==> config.mk <==
export PLATFORM = sky130hd
export DESIGN_NAME = id_ex_alu_issue_flat
export DESIGN_NICKNAME = d
export VERILOG_FILES = /design/src/rtl/id_ex_alu_issue_if.sv /design/src/rtl/id_ex_alu_issue.sv /design/src/flat_wrapper.sv
export SDC_FILE = /design/constraint.sdc
export NUM_CORES = 1
export LEC_CHECK = 0
export CORE_MARGIN = 1.5
export CORE_UTILIZATION = 25
export CTS_BUF_LIST = sky130_fd_sc_hd__clkbuf_8 sky130_fd_sc_hd__clkbuf_16
export DETAILED_ROUTE_END_ITERATION = 12
export PLACE_DENSITY = 0.57
export SLEW_MARGIN = 10
export SYNTH_ARGS = -nofsm -noshare
export SYNTH_HDL_FRONTEND = slang
export SYNTH_SLANG_ARGS = --single-unit
==> constraint.sdc <==
create_clock -name clk -period 4.2 [get_ports clk]
set_input_delay 1.26 -clock clk [delete_from_list [all_inputs] [get_ports clk]]
set_output_delay 1.26 -clock clk [all_outputs]
set_load 0.05 [all_outputs]
==> src/rtl/id_ex_alu_issue_if.sv <==
`default_nettype none
// ============================================================================
// Module   : id_ex_alu_issue_if
// Purpose  : ID->EX issue bundle: ID operands and controls in, EX ALU fields out.
// Revision : 1.0
// ============================================================================
interface id_ex_alu_issue_if;
    logic        id_valid;
    logic [31:0] id_inst;
    logic [31:0] id_rs_val;
    logic [31:0] id_rt_val;
    logic        ex_hold;
    logic        flush;
    logic        lu_stall;
    logic        ex_valid;
    logic [3:0]  ex_aluc;
    logic [31:0] ex_a;
    logic [31:0] ex_b;
    logic [4:0]  ex_rd;
    logic        ex_wreg;
    logic        ex_m2reg;
    logic        ex_wmem;
    logic [31:0] ex_store_val;
    logic        ex_illegal;

    modport master (
        output id_valid, id_inst, id_rs_val, id_rt_val, ex_hold, flush,
        input  lu_stall, ex_valid, ex_aluc, ex_a, ex_b, ex_rd,
               ex_wreg, ex_m2reg, ex_wmem, ex_store_val, ex_illegal
    );

    modport slave (
        input  id_valid, id_inst, id_rs_val, id_rt_val, ex_hold, flush,
        output lu_stall, ex_valid, ex_aluc, ex_a, ex_b, ex_rd,
               ex_wreg, ex_m2reg, ex_wmem, ex_store_val, ex_illegal
    );
endinterface
`default_nettype wire

==> src/rtl/id_ex_alu_issue.sv <==
`default_nettype none
// ============================================================================
// Module   : id_ex_alu_issue
// Purpose  : MIPS ID decode to ALU aluc/operands, held in the ID/EX register
//            with stall, flush and load-use bubble insertion.
//            Optional macro ISSUE_SLT_EN enables slt/sltu/slti/sltiu.
// Revision : 1.0
// ============================================================================
module id_ex_alu_issue #(
    parameter logic [3:0] NOP_ALUC = 4'b0000
) (
    input  logic              clk,
    input  logic              rst,
    id_ex_alu_issue_if.slave  bus_if
);

    localparam logic [3:0] c_ALUC_ADD = 4'b0000;
    localparam logic [3:0] c_ALUC_SUB = 4'b0100;
    localparam logic [3:0] c_ALUC_AND = 4'b0001;
    localparam logic [3:0] c_ALUC_OR  = 4'b0101;
    localparam logic [3:0] c_ALUC_XOR = 4'b0010;
    localparam logic [3:0] c_ALUC_LUI = 4'b0110;
    localparam logic [3:0] c_ALUC_SLL = 4'b0011;
    localparam logic [3:0] c_ALUC_SRL = 4'b0111;
    localparam logic [3:0] c_ALUC_SRA = 4'b1111;
`ifdef ISSUE_SLT_EN
    localparam logic [3:0] c_ALUC_SLT = 4'b1011;
`endif

    typedef struct packed {
        logic        valid;
        logic [3:0]  aluc;
        logic [31:0] a;
        logic [31:0] b;
        logic [4:0]  rd;
        logic        wreg;
        logic        m2reg;
        logic        wmem;
        logic [31:0] store_val;
        logic        illegal;
    } ex_t;

    ex_t         ex_q;
    ex_t         ex_d;
    ex_t         w_dec;
    ex_t         w_bubble;

    logic [5:0]  w_op;
    logic [5:0]  w_funct;
    logic [4:0]  w_rs;
    logic [4:0]  w_rt;
    logic [4:0]  w_rd;
    logic [4:0]  w_sa;
    logic [31:0] w_simm;
    logic [31:0] w_zimm;
    logic        w_legal;
    logic        w_use_rs;
    logic        w_use_rt;
    logic        w_writes;
    logic        w_flip;
    logic [4:0]  w_dest;
    logic        w_src_hit;
    logic        w_hazard;

    assign w_op    = bus_if.id_inst[31:26];
    assign w_rs    = bus_if.id_inst[25:21];
    assign w_rt    = bus_if.id_inst[20:16];
    assign w_rd    = bus_if.id_inst[15:11];
    assign w_sa    = bus_if.id_inst[10:6];
    assign w_funct = bus_if.id_inst[5:0];
    assign w_simm  = {{16{bus_if.id_inst[15]}}, bus_if.id_inst[15:0]};
    assign w_zimm  = {16'd0, bus_if.id_inst[15:0]};

    always_comb begin
        w_bubble      = '0;
        w_bubble.aluc = NOP_ALUC;
    end

    always_comb begin
        w_dec       = '0;
        w_dec.valid = 1'b1;
        w_dec.aluc  = NOP_ALUC;
        w_dec.a     = bus_if.id_rs_val;
        w_dec.b     = bus_if.id_rt_val;
        w_legal     = 1'b0;
        w_use_rs    = 1'b0;
        w_use_rt    = 1'b0;
        w_writes    = 1'b0;
        w_flip      = 1'b0;
        w_dest      = 5'd0;
        case (w_op)
            6'b000000: begin
                w_use_rs = 1'b1;
                w_use_rt = 1'b1;
                w_writes = 1'b1;
                w_dest   = w_rd;
                case (w_funct)
                    6'b100000, 6'b100001: begin w_legal = 1'b1; w_dec.aluc = c_ALUC_ADD; end
                    6'b100010, 6'b100011: begin w_legal = 1'b1; w_dec.aluc = c_ALUC_SUB; end
                    6'b100100: begin w_legal = 1'b1; w_dec.aluc = c_ALUC_AND; end
                    6'b100101: begin w_legal = 1'b1; w_dec.aluc = c_ALUC_OR;  end
                    6'b100110: begin w_legal = 1'b1; w_dec.aluc = c_ALUC_XOR; end
                    6'b000000, 6'b000010, 6'b000011: begin
                        // Shifts take the amount from the sa field and only read rt
                        w_legal  = 1'b1;
                        w_use_rs = 1'b0;
                        w_dec.a  = {27'd0, w_sa};
                        w_dec.aluc = (w_funct == 6'b000000) ? c_ALUC_SLL :
                                     (w_funct == 6'b000010) ? c_ALUC_SRL : c_ALUC_SRA;
                    end
`ifdef ISSUE_SLT_EN
                    6'b101010: begin w_legal = 1'b1; w_dec.aluc = c_ALUC_SLT; end
                    6'b101011: begin w_legal = 1'b1; w_dec.aluc = c_ALUC_SLT; w_flip = 1'b1; end
`endif
                    default: ;
                endcase
            end
            6'b001000, 6'b001001: begin
                w_legal = 1'b1; w_use_rs = 1'b1; w_writes = 1'b1; w_dest = w_rt;
                w_dec.aluc = c_ALUC_ADD; w_dec.b = w_simm;
            end
            6'b001100, 6'b001101, 6'b001110: begin
                w_legal = 1'b1; w_use_rs = 1'b1; w_writes = 1'b1; w_dest = w_rt;
                w_dec.b = w_zimm;
                w_dec.aluc = (w_op == 6'b001100) ? c_ALUC_AND :
                             (w_op == 6'b001101) ? c_ALUC_OR  : c_ALUC_XOR;
            end
            6'b001111: begin
                w_legal = 1'b1; w_writes = 1'b1; w_dest = w_rt;
                w_dec.aluc = c_ALUC_LUI; w_dec.b = w_zimm;
            end
`ifdef ISSUE_SLT_EN
            6'b001010, 6'b001011: begin
                w_legal = 1'b1; w_use_rs = 1'b1; w_writes = 1'b1; w_dest = w_rt;
                w_dec.aluc = c_ALUC_SLT; w_dec.b = w_simm;
                w_flip = (w_op == 6'b001011);
            end
`endif
            6'b100011: begin
                w_legal = 1'b1; w_use_rs = 1'b1; w_writes = 1'b1; w_dest = w_rt;
                w_dec.aluc = c_ALUC_ADD; w_dec.b = w_simm; w_dec.m2reg = 1'b1;
            end
            6'b101011: begin
                w_legal = 1'b1; w_use_rs = 1'b1; w_use_rt = 1'b1;
                w_dec.aluc = c_ALUC_ADD; w_dec.b = w_simm; w_dec.wmem = 1'b1;
                w_dec.store_val = bus_if.id_rt_val;
            end
            6'b000100, 6'b000101: begin
                w_legal = 1'b1; w_use_rs = 1'b1; w_use_rt = 1'b1;
                w_dec.aluc = c_ALUC_SUB;
            end
            default: ;
        endcase
        w_dec.rd   = w_dest;
        w_dec.wreg = w_writes & (w_dest != 5'd0);
        // Unsigned compare reuses the signed path by biasing both operands
        if (w_flip) begin
            w_dec.a[31] = ~w_dec.a[31];
            w_dec.b[31] = ~w_dec.b[31];
        end
    end

    assign w_src_hit = (w_use_rs & (w_rs == ex_q.rd)) | (w_use_rt & (w_rt == ex_q.rd));
    assign w_hazard  = bus_if.id_valid & w_legal & ex_q.valid & ex_q.m2reg &
                       (ex_q.rd != 5'd0) & w_src_hit;

    assign bus_if.lu_stall = w_hazard & ~bus_if.ex_hold;

    always_comb begin
        ex_d = ex_q;
        if (bus_if.flush) begin
            ex_d = w_bubble;
        end else if (!bus_if.ex_hold) begin
            if (w_hazard || !bus_if.id_valid || !w_legal) begin
                ex_d         = w_bubble;
                ex_d.illegal = bus_if.id_valid & ~w_legal;
            end else begin
                ex_d = w_dec;
            end
        end
    end

    always_ff @(posedge clk) begin
        if (rst) begin
            ex_q <= w_bubble;
        end else begin
            ex_q <= ex_d;
        end
    end

    assign bus_if.ex_valid     = ex_q.valid;
    assign bus_if.ex_aluc      = ex_q.aluc;
    assign bus_if.ex_a         = ex_q.a;
    assign bus_if.ex_b         = ex_q.b;
    assign bus_if.ex_rd        = ex_q.rd;
    assign bus_if.ex_wreg      = ex_q.wreg;
    assign bus_if.ex_m2reg     = ex_q.m2reg;
    assign bus_if.ex_wmem      = ex_q.wmem;
    assign bus_if.ex_store_val = ex_q.store_val;
    assign bus_if.ex_illegal   = ex_q.illegal;

endmodule
`default_nettype wire

==> src/flat_wrapper.sv <==
// flat-port wrapper written by rule: the top's interface ports become plain ports
module id_ex_alu_issue_flat 
#(
    parameter logic [3:0] NOP_ALUC = 4'b0000
)
  (clk, rst, bus_if_id_valid, bus_if_id_inst, bus_if_id_rs_val, bus_if_id_rt_val, bus_if_ex_hold, bus_if_flush, bus_if_lu_stall, bus_if_ex_valid, bus_if_ex_aluc, bus_if_ex_a, bus_if_ex_b, bus_if_ex_rd, bus_if_ex_wreg, bus_if_ex_m2reg, bus_if_ex_wmem, bus_if_ex_store_val, bus_if_ex_illegal);
  id_ex_alu_issue_if bus_if_i ();
  input  logic clk;
  input  logic rst;
  input wire logic [$bits(bus_if_i.id_valid)-1:0] bus_if_id_valid;
  input wire logic [$bits(bus_if_i.id_inst)-1:0] bus_if_id_inst;
  input wire logic [$bits(bus_if_i.id_rs_val)-1:0] bus_if_id_rs_val;
  input wire logic [$bits(bus_if_i.id_rt_val)-1:0] bus_if_id_rt_val;
  input wire logic [$bits(bus_if_i.ex_hold)-1:0] bus_if_ex_hold;
  input wire logic [$bits(bus_if_i.flush)-1:0] bus_if_flush;
  output wire logic [$bits(bus_if_i.lu_stall)-1:0] bus_if_lu_stall;
  output wire logic [$bits(bus_if_i.ex_valid)-1:0] bus_if_ex_valid;
  output wire logic [$bits(bus_if_i.ex_aluc)-1:0] bus_if_ex_aluc;
  output wire logic [$bits(bus_if_i.ex_a)-1:0] bus_if_ex_a;
  output wire logic [$bits(bus_if_i.ex_b)-1:0] bus_if_ex_b;
  output wire logic [$bits(bus_if_i.ex_rd)-1:0] bus_if_ex_rd;
  output wire logic [$bits(bus_if_i.ex_wreg)-1:0] bus_if_ex_wreg;
  output wire logic [$bits(bus_if_i.ex_m2reg)-1:0] bus_if_ex_m2reg;
  output wire logic [$bits(bus_if_i.ex_wmem)-1:0] bus_if_ex_wmem;
  output wire logic [$bits(bus_if_i.ex_store_val)-1:0] bus_if_ex_store_val;
  output wire logic [$bits(bus_if_i.ex_illegal)-1:0] bus_if_ex_illegal;
  assign bus_if_i.id_valid = bus_if_id_valid;
  assign bus_if_i.id_inst = bus_if_id_inst;
  assign bus_if_i.id_rs_val = bus_if_id_rs_val;
  assign bus_if_i.id_rt_val = bus_if_id_rt_val;
  assign bus_if_i.ex_hold = bus_if_ex_hold;
  assign bus_if_i.flush = bus_if_flush;
  assign bus_if_lu_stall = bus_if_i.lu_stall;
  assign bus_if_ex_valid = bus_if_i.ex_valid;
  assign bus_if_ex_aluc = bus_if_i.ex_aluc;
  assign bus_if_ex_a = bus_if_i.ex_a;
  assign bus_if_ex_b = bus_if_i.ex_b;
  assign bus_if_ex_rd = bus_if_i.ex_rd;
  assign bus_if_ex_wreg = bus_if_i.ex_wreg;
  assign bus_if_ex_m2reg = bus_if_i.ex_m2reg;
  assign bus_if_ex_wmem = bus_if_i.ex_wmem;
  assign bus_if_ex_store_val = bus_if_i.ex_store_val;
  assign bus_if_ex_illegal = bus_if_i.ex_illegal;
  id_ex_alu_issue #(.NOP_ALUC(NOP_ALUC)) u_core (.clk(clk), .rst(rst), .bus_if(bus_if_i));
endmodule
======== Yosys cells after proc, flatten, opt, wreduce, memory -nomap -nowiden ========
Index checks and enable logic that the tools add are counted.
storage, ports and cells
  output and inout bits ................... 111
  logic and storage cells ................. 84
  flip-flop bits (word level) ............. 110
  bits of input ports ..................... 101
operators by class
  equal/unequal tests ..................... 21
  multiplexer cells ....................... 19
  bitwise operators ....................... 13
  reductions and logical operators ........ 21
operators by type and width
  kind                  number
  $mux W110             1
  $mux W32              2
  $pmux W32 S2          1
  $eq A6 B6 Y1 const B  9
  $eq A6 B4 Y1 const B  6
  $mux W33              1
  $pmux W4 S5           1
  $reduce_or A10 Y1     2
  $pmux W4 S4           1
  $eq A6 B2 Y1 const B  2
  $eq A6 B3 Y1 const B  2
  $logic_not A6 Y1      2
  $mux W4               3
  $reduce_or A4 Y1      3
  $and A1 B1 Y1         10
  $eq A5 B5 Y1          2
  $pmux W5 S2           1
  $reduce_bool A5 Y1    2
  $reduce_or A9 Y1      1
  $reduce_or A8 Y1      1
  $reduce_or A7 Y1      1
  $reduce_or A2 Y1      3
  $reduce_or A3 Y1      2
  $mux W1               5
  6 further kinds       10

======== Depth between registers and ports, before layout ========
  depth after elaboration ................. 12
  gate-level depth with buffers ........... 9
  gate-level depth less buffers ........... 6

======== Worst setup path before layout ========
OpenSTA, ideal clock, no wires.
  kind .................................... input to output
  start point ............................. input bus_if_id_inst[30]
  end point ............................... output bus_if_lu_stall
  path slack .............................. -0.638 ns
  stages on the path ...................... 6
  arrival time ............................ 3.578 ns
  path buffers ............................ 1
  path through ............................ buf_6 -> or4_4 -> nor3_4 -> nor2b_1 -> o21ai_1 -> a211oi_1
between the ends
  longest elaborated chain between the ends .. 9
  elaborated cells between the ends (all ways) .. 26
RTL lines
  what                                        RTL line                text
  start, declared                             flat_wrapper.sv:11      input wire logic [$bits(bus_if_i.id_inst)-1:0] bus_if_id_inst;
  $eq A6 B3 Y1, or another cell as far along  id_ex_alu_issue.sv:91   case (w_op)
  $reduce_or A10 Y1 (no source line)          --
  $pmux W1 S2                                 id_ex_alu_issue.sv:91
  $and A1 B1 Y1 (4 in series)                 id_ex_alu_issue.sv:164  assign w_hazard = bus_if.id_valid & w_legal & ex_q.valid & ex_q.m2reg &
  $and A1 B1 Y1 (*)                           id_ex_alu_issue.sv:165  (ex_q.rd != 5'd0) & w_src_hit;
  $and A1 B1 Y1 (*)                           id_ex_alu_issue.sv:167  assign bus_if.lu_stall = w_hazard & ~bus_if.ex_hold;
  end, declared                               flat_wrapper.sv:16      output wire logic [$bits(bus_if_i.lu_stall)-1:0] bus_if_lu_stall;
Mark *: on every way between the ends. The rest lies on a longest branch, timed or not.

======== Worst setup path after layout ========
  start point ............................. input bus_if_id_inst[21]
  end point ............................... output bus_if_lu_stall
between the ends
  longest elaborated chain between the ends .. 5
RTL lines
  what           RTL line                text
  $eq A5 B5 Y1   id_ex_alu_issue.sv:163  assign w_src_hit = (w_use_rs & (w_rs == ex_q.rd)) | (w_use_rt & (w_rt == ex_q.rd));
  $and A1 B1 Y1  id_ex_alu_issue.sv:163
  $or A1 B1 Y1   id_ex_alu_issue.sv:163
  $and A1 B1 Y1  id_ex_alu_issue.sv:165
  $and A1 B1 Y1  id_ex_alu_issue.sv:167
Every way passes these cells.

==> flow_metrics.env <==
export IMPL_status="finished clean"
export IMPL_ant_nets=0
export IMPL_initialDrtViolationCount=270
export IMPL_drt_pass1_iterations=4
export IMPL_place_inst=905
export IMPL_swShare_pct=25.2
export IMPL_final_common_cell="clkdlybuf4s50_1"
export IMPL_dieArea_sq_mm=0.0193
export IMPL_cts_tree="yes"
export IMPL_p_switching_mw=0.551
export IMPL_syn_nets=568
export IMPL_syn_cell_area_sq_mm=0.00461
export IMPL_slowest_delay_ns=0.43
export IMPL_tightest_slew_ns=1.01
export IMPL_min_from="u_core.bus_if.ex_wreg"
export IMPL_critPathSlowestCell="clkdlybuf4s50_1"
export IMPL_postSynth_asyncResetShare_pct=0
export IMPL_path_buf_inv=3
export IMPL_rsz0062_at_grt="false"
export IMPL_required_ns=2.94
export IMPL_clockBufferDepth=2
export IMPL_fin_cells=929
export IMPL_whs_endpoint="u_core.bus_if.ex_wreg"
export IMPL_synth_cells=467
export IMPL_vdd_ir_drop_max_mv=0.185
export IMPL_whs_path_depth=2
export IMPL_worstRegToRegCells=12
export IMPL_p_leak_nw=2.86
export IMPL_core_area_sq_mm=0.0180
export IMPL_ios=212
export IMPL_cp_start_kind="primary input"
export IMPL_seqPwrFrac_pct=48.0
export IMPL_htree_levels=3
export IMPL_antenna_found_initial=3
export IMPL_grt_pass1_vias=4613
export IMPL_cap_violations=0
export IMPL_crit_fanout=2
export IMPL_grt_first_pass_wirelength_microns=25700
export IMPL_avgSynthCellArea_sq_um=9.88
export IMPL_crit_chain="clkdlybuf4s50_1, xor2_1, nor4_4, buf_4, o21ai_4, a211oi_4, buf_12"
export IMPL_max_slew_margin_rel_pct=32.8
export IMPL_numPortBuffers=211
export IMPL_crit_type="primary input to output port"
export IMPL_finalCritPeriodShare_pct=98.8
export IMPL_slew_violations=0
export IMPL_ys_seq_area_share_pct=47.7
export IMPL_synth_seq_cells=110
export IMPL_period_needed_ns=4.15
export IMPL_initial_core_util_pct=25.6
export IMPL_synth_edf_count=0
export IMPL_ctsHoldBuffers=0
export IMPL_place_congestion=0.821
export IMPL_grt_usage_pct=16.6
export IMPL_dp_final_hpwl_microns=11600
export IMPL_crit_family="buffers and inverters"
export IMPL_r2r_end="u_core.bus_if.ex_store_val[20]"
export IMPL_skew_ns=0.0111
export IMPL_max_freq_mhz=241
export IMPL_fin_nets=793
export IMPL_reg2reg_slack_ns=1.08
export IMPL_finalPower_mw=2.18
export IMPL_core_rowCount=49
export IMPL_wire_per_inst_microns=17.6
export IMPL_cts_sinks=110
export IMPL_finalSetupViolCount=0
export IMPL_cts_buffers=9
export IMPL_clockRootBuffer="clkbuf_16"
export IMPL_syn2layout_area_growth_pct=63.2
export IMPL_ys_types=47
export IMPL_synth_warnings=0
export IMPL_num_vias=4618
export IMPL_hold_class="flip-flop to flip-flop"
export IMPL_clk_latency_ns=0.35
export IMPL_die_w_microns=139
export IMPL_grt_max_degree=67
export IMPL_clkPwrFrac_pct=40.2
export IMPL_die_h_microns=139
export IMPL_p_int_mw=1.63
export IMPL_drc=0
export IMPL_rr_startpoint="u_core.bus_if.ex_rd[1]"
export IMPL_pwr_share_comb_pct=11.8
export IMPL_drive_above_1_share_pct=14.9
export IMPL_path_clk_slew_ns=0.08
export IMPL_synth_flop_cell="dfxtp_1"
export IMPL_powerDensity_mw_per_mm2=290
export IMPL_wl_microns=16400
export IMPL_via_per_inst=4.97
export IMPL_hold_ws_ns=0.456
export IMPL_worst_ep_arrival_time_ns=2.89
export IMPL_overflow=0
export IMPL_cp_end_kind="output port"
export IMPL_mostFrequentLayoutCells="clkdlybuf4s50_1, dfxtp_1, nand2_1"
export IMPL_fin_util_pct=41.8
export IMPL_hold_viol=0
[kinds of logic after synthesis]
logic type / synth area share [%]
compound gates: 25.8
xor+xnor: 1.90
buf+inv: 5.80
flops: 47.7
mux: 4.34
simple gates: 14.5
[cells in the mapped netlist (8+ instances only)]
cell	number	share of area [%]
a21oi_1	23	2.5
a22o_1	28	5.3
a32o_1	32	6.9
and3_1	29	3.9
clkbuf_1	28	2.3
dfxtp_1	110	48
mux2i_1	20	4.3
nand2_1	55	4.5
nand2b_1	8	1.1
nor2_1	12	0.98
o21ai_0	31	3.4
o21ai_2	20	3.8
[tightest hold or removal path, cell delays in order (launching register included)]
cell and delay, ns:
dfxtp_1 0.31, nand2_1 0.06, o21ai_2 0.04
[power groups by stage]
stage                     registers, mW  clock network (mW)  logic (mW)
after floorplan                    1.09                   0      0.0868
after global placement             1.07                   0       0.254
after detailed placement           1.07                   0       0.259
after CTS                          1.05               0.914       0.259
after global routing               1.05               0.949       0.277
final                              1.05               0.878       0.259
[registers in the layout, summed over array words and instances, names as in the netlist]
register / cells
u_core.bus_if.ex_b: 32
u_core.bus_if.ex_illegal: 1
u_core.bus_if.ex_wmem: 1
u_core.bus_if.ex_a: 32
u_core.bus_if.ex_m2reg: 1
u_core.bus_if.ex_valid: 1
u_core.bus_if.ex_store_val: 32
u_core.bus_if.ex_wreg: 1
u_core.bus_if.ex_rd: 5
u_core.bus_if.ex_aluc: 4
[through the flow]
| stage | cell area [sq um] | TNS [ns] | worst slack, ns |
|---|---|---|---|
| CTS | 7500 | 0 | 0.0130 |
| global placement | 7140 | -0.229 | -0.229 |
| global route | 7520 | 0 | 0.0151 |
| floorplan | 4640 | 0 | 0.00284 |
| detailed placement | 7140 | -0.310 | -0.310 |
| finish | 7530 | 0 | 0.0487 |
[final cells by class]
type	count	area (sq um)
Sequential cell	110	2200
Clock inverter	5	52.6
Multi-Input combinational cell	312	2230
Clock buffer	11	253
Antenna cell	3	7.51
Timing Repair Buffer	255	2480
Inverter	4	15.0
Fill cell	1722	10500
Tap cell	229	287
[what timing repair did]
| item | 4_1_cts | 5_1_grt |
|---|---|---|
| buffers inserted | 3 | 2 |
| gates resized for setup | 17 | 11 |
| setup endpoints to repair | 1 | 1 |
| pin swaps | 7 | 10 |
[routing by layer]
| metal | vias to the layer above | global-route usage [%] | wire, microns |
|---|---|---|---|
| met5 | - | 0 | 0 |
| met4 | 0 | 4.71 | 206 |
| met3 | 21 | 5.80 | 1300 |
| met2 | 190 | 26.5 | 7540 |
| met1 | 2225 | 21.4 | 7350 |
| li1 | 2182 | - | - |
[worst max path at each step]
stage                                   from               to  depth (start not counted)
after CTS                 bus_if_id_inst[30]  bus_if_lu_stall                          7
final                     bus_if_id_inst[21]  bus_if_lu_stall                          7
after global routing      bus_if_id_inst[31]  bus_if_lu_stall                          7
after floorplan           bus_if_id_inst[30]  bus_if_lu_stall                          6
after global placement    bus_if_id_inst[31]  bus_if_lu_stall                          7
after detailed placement  bus_if_id_inst[28]  bus_if_lu_stall                          8
No activity file was read; power rests on OpenSTA's default activity.
==> edit: new RTL, same flow settings <==
Add a define of `ISSUE_SLT_EN`.
--- a/src/rtl/id_ex_alu_issue.sv
+++ b/src/rtl/id_ex_alu_issue.sv
@@ -6,6 +6,8 @@
 //            Optional macro ISSUE_SLT_EN enables slt/sltu/slti/sltiu.
 // Revision : 1.0
 // ============================================================================
+`define ISSUE_SLT_EN
+
 module id_ex_alu_issue #(
     parameter logic [3:0] NOP_ALUC = 4'b0000
 ) (
Formal check against the unedited RTL: not equivalent (a bounded check fails within 4 cycles, from zero or initial values).
==> edit against the unedited design <==
  * Global-route usage is 0.50 points higher
  * Routed wire length down 2.8%
  * Clock power down 12%
  * Largest cell class unchanged
  * Sequential power is essentially flat
  * Final area fell by 2.0%
  * Critical path type unchanged
  * Total power down 4.4%
  * Count of clock-buffer cells in the layout shrank 2
  * Utilization grew 0.76 points
  * Combinational power is 3% higher
  * Sequential cell count unchanged
  * Sequential share of layout area rose by 0.58 points
  * Critical endpoint unchanged
  * Highest routed layer unchanged
  * Setup slack about the same
  * Area after synthesis decreased by 3.1%
  * First-iteration DRC count fell by 32%
==> edit: results (changes against the unedited design) <==
status: "completed"  # unchanged
cp_max_fo: 3  # was 2
use_met3: 0.0574  # was 0.0580
swShare: 0.242  # was 0.252
syn_nets: 509  # was 568
syn_inst: 408  # was 467
place.gp.congestion: 0.861  # was 0.821
via_count: 4347  # was 4618
use_met1: 0.200  # was 0.214
synthDistinctLibCells: 48  # was 47
first_global_vias: 4506  # was 4613
leakagePower_nw: 2.76  # was 2.86 nW
dpl.hpwl_um: 11500  # was 11600 um
ys_seq_area_frac: 0.493  # was 0.477
drive_gt1_frac: 0.144  # was 0.149
grt_max_degree: 50  # was 67
synth_commonest_cells: "dfxtp_1 (110), a22o_1 (80), a32o_1 (33)"  # was dfxtp_1 (110), nand2_1 (55), a32o_1 (32)
num_antenna_cells: 0  # was 3
finClkSkew_ps: 7.55  # was 11.1 ps
met1_length_um: 6690  # was 7350 um
wire_per_inst_um: 18.4  # was 17.6 um
track_usage: 0.171  # was 0.166
instances_no_fill: 866  # was 929
gr-usage-met2: 0.293  # was 0.265
nets: 738  # was 793
place_inst: 848  # was 905
wl_met3_um: 1190  # was 1300 um
path_clk_slew_ps: 70
post_cts_resized: 10  # was 17
antenna_found_initial: 0  # was 3
postCtsSetupBuffers: 2  # was 3
ir_worst_vdd_mv: 0.181  # was 0.185 mV
slowest_delay_ps: 540  # was 430 ps
async_reset_ff_frac: 0  # unchanged
highest_layer: "met4"  # unchanged
synth_area_leaders: "dfxtp_1 (49%), a22o_1 (16%), a32o_1 (7.4%), mux2_2 (4.8%), o21a_1 (2.9%)"  # was dfxtp_1 (48%), a32o_1 (6.9%), a22o_1 (5.3%), nand2_1 (4.5%), mux2i_1 (4.3%)
grt_pass1_wl_um: 24400  # was 25700 um
met2_wirelength_um: 7770  # was 7540 um
worst_pin_slew_ps: 652  # was 1010 ps
edit: logic make-up after synthesis:
| group | after synthesis | synth area share |
|---|---|---|
| xor+xnor | 13 | 0.0255 |
| mux | 19 | 0.0479 |
| buf+inv | 43 | 0.0445 |
| simple gates | 56 | 0.0722 |
| compound gates | 167 | 0.317 |
| flops | 110 | 0.493 |
edit: worst paths after layout:
path	start	to	slack, ps	cells after the start
max	bus_if_id_inst[30]	bus_if_lu_stall	50	7
min	u_core.bus_if.ex_store_val[1]	u_core.bus_if.ex_store_val[1]	470	1
max reg2reg	u_core.bus_if.ex_rd[0]	u_core.bus_if.ex_store_val[14]	1670	9
min reg2reg	u_core.bus_if.ex_store_val[1]	u_core.bus_if.ex_store_val[1]	470	1
edit: area by class of cell:
class,count,area [um^2]
multi-input cells,255,2150
well taps,225,282
clock buffers,9,225
fillers,1632,9970
repair buffers,256,2480
flip-flops and latches,110,2200
inverters,5,18.8
clock inverters,6,26.3
edit: metrics by stage:
| stage | setup WS [ps] | instance area, um^2 | TNS, ps | util | hold WS (ps) |
|---|---|---|---|---|---|
| floorplan | 98.5 | 4470 | 0 | - | 770 |
| global placement | -174 | 7050 | -174 | 0.406 | 449 |
| detailed placement | -140 | 7050 | -1230 | 0.406 | 453 |
| CTS | 5.10 | 7320 | 0 | 0.422 | 470 |
| global route | 8.82 | 7380 | 0 | 0.425 | 492 |
| finish | 48.6 | 7380 | 0 | 0.425 | 467 |
edit: power by group through the flow:
stage / logic, mW / clock network [mW] / registers [mW]
floorplan: 0.0875 / 0 / 1.09
global placement: 0.260 / 0 / 1.07
detailed placement: 0.263 / 0 / 1.07
CTS: 0.263 / 0.807 / 1.05
global route: 0.285 / 0.850 / 1.05
finish: 0.266 / 0.773 / 1.05
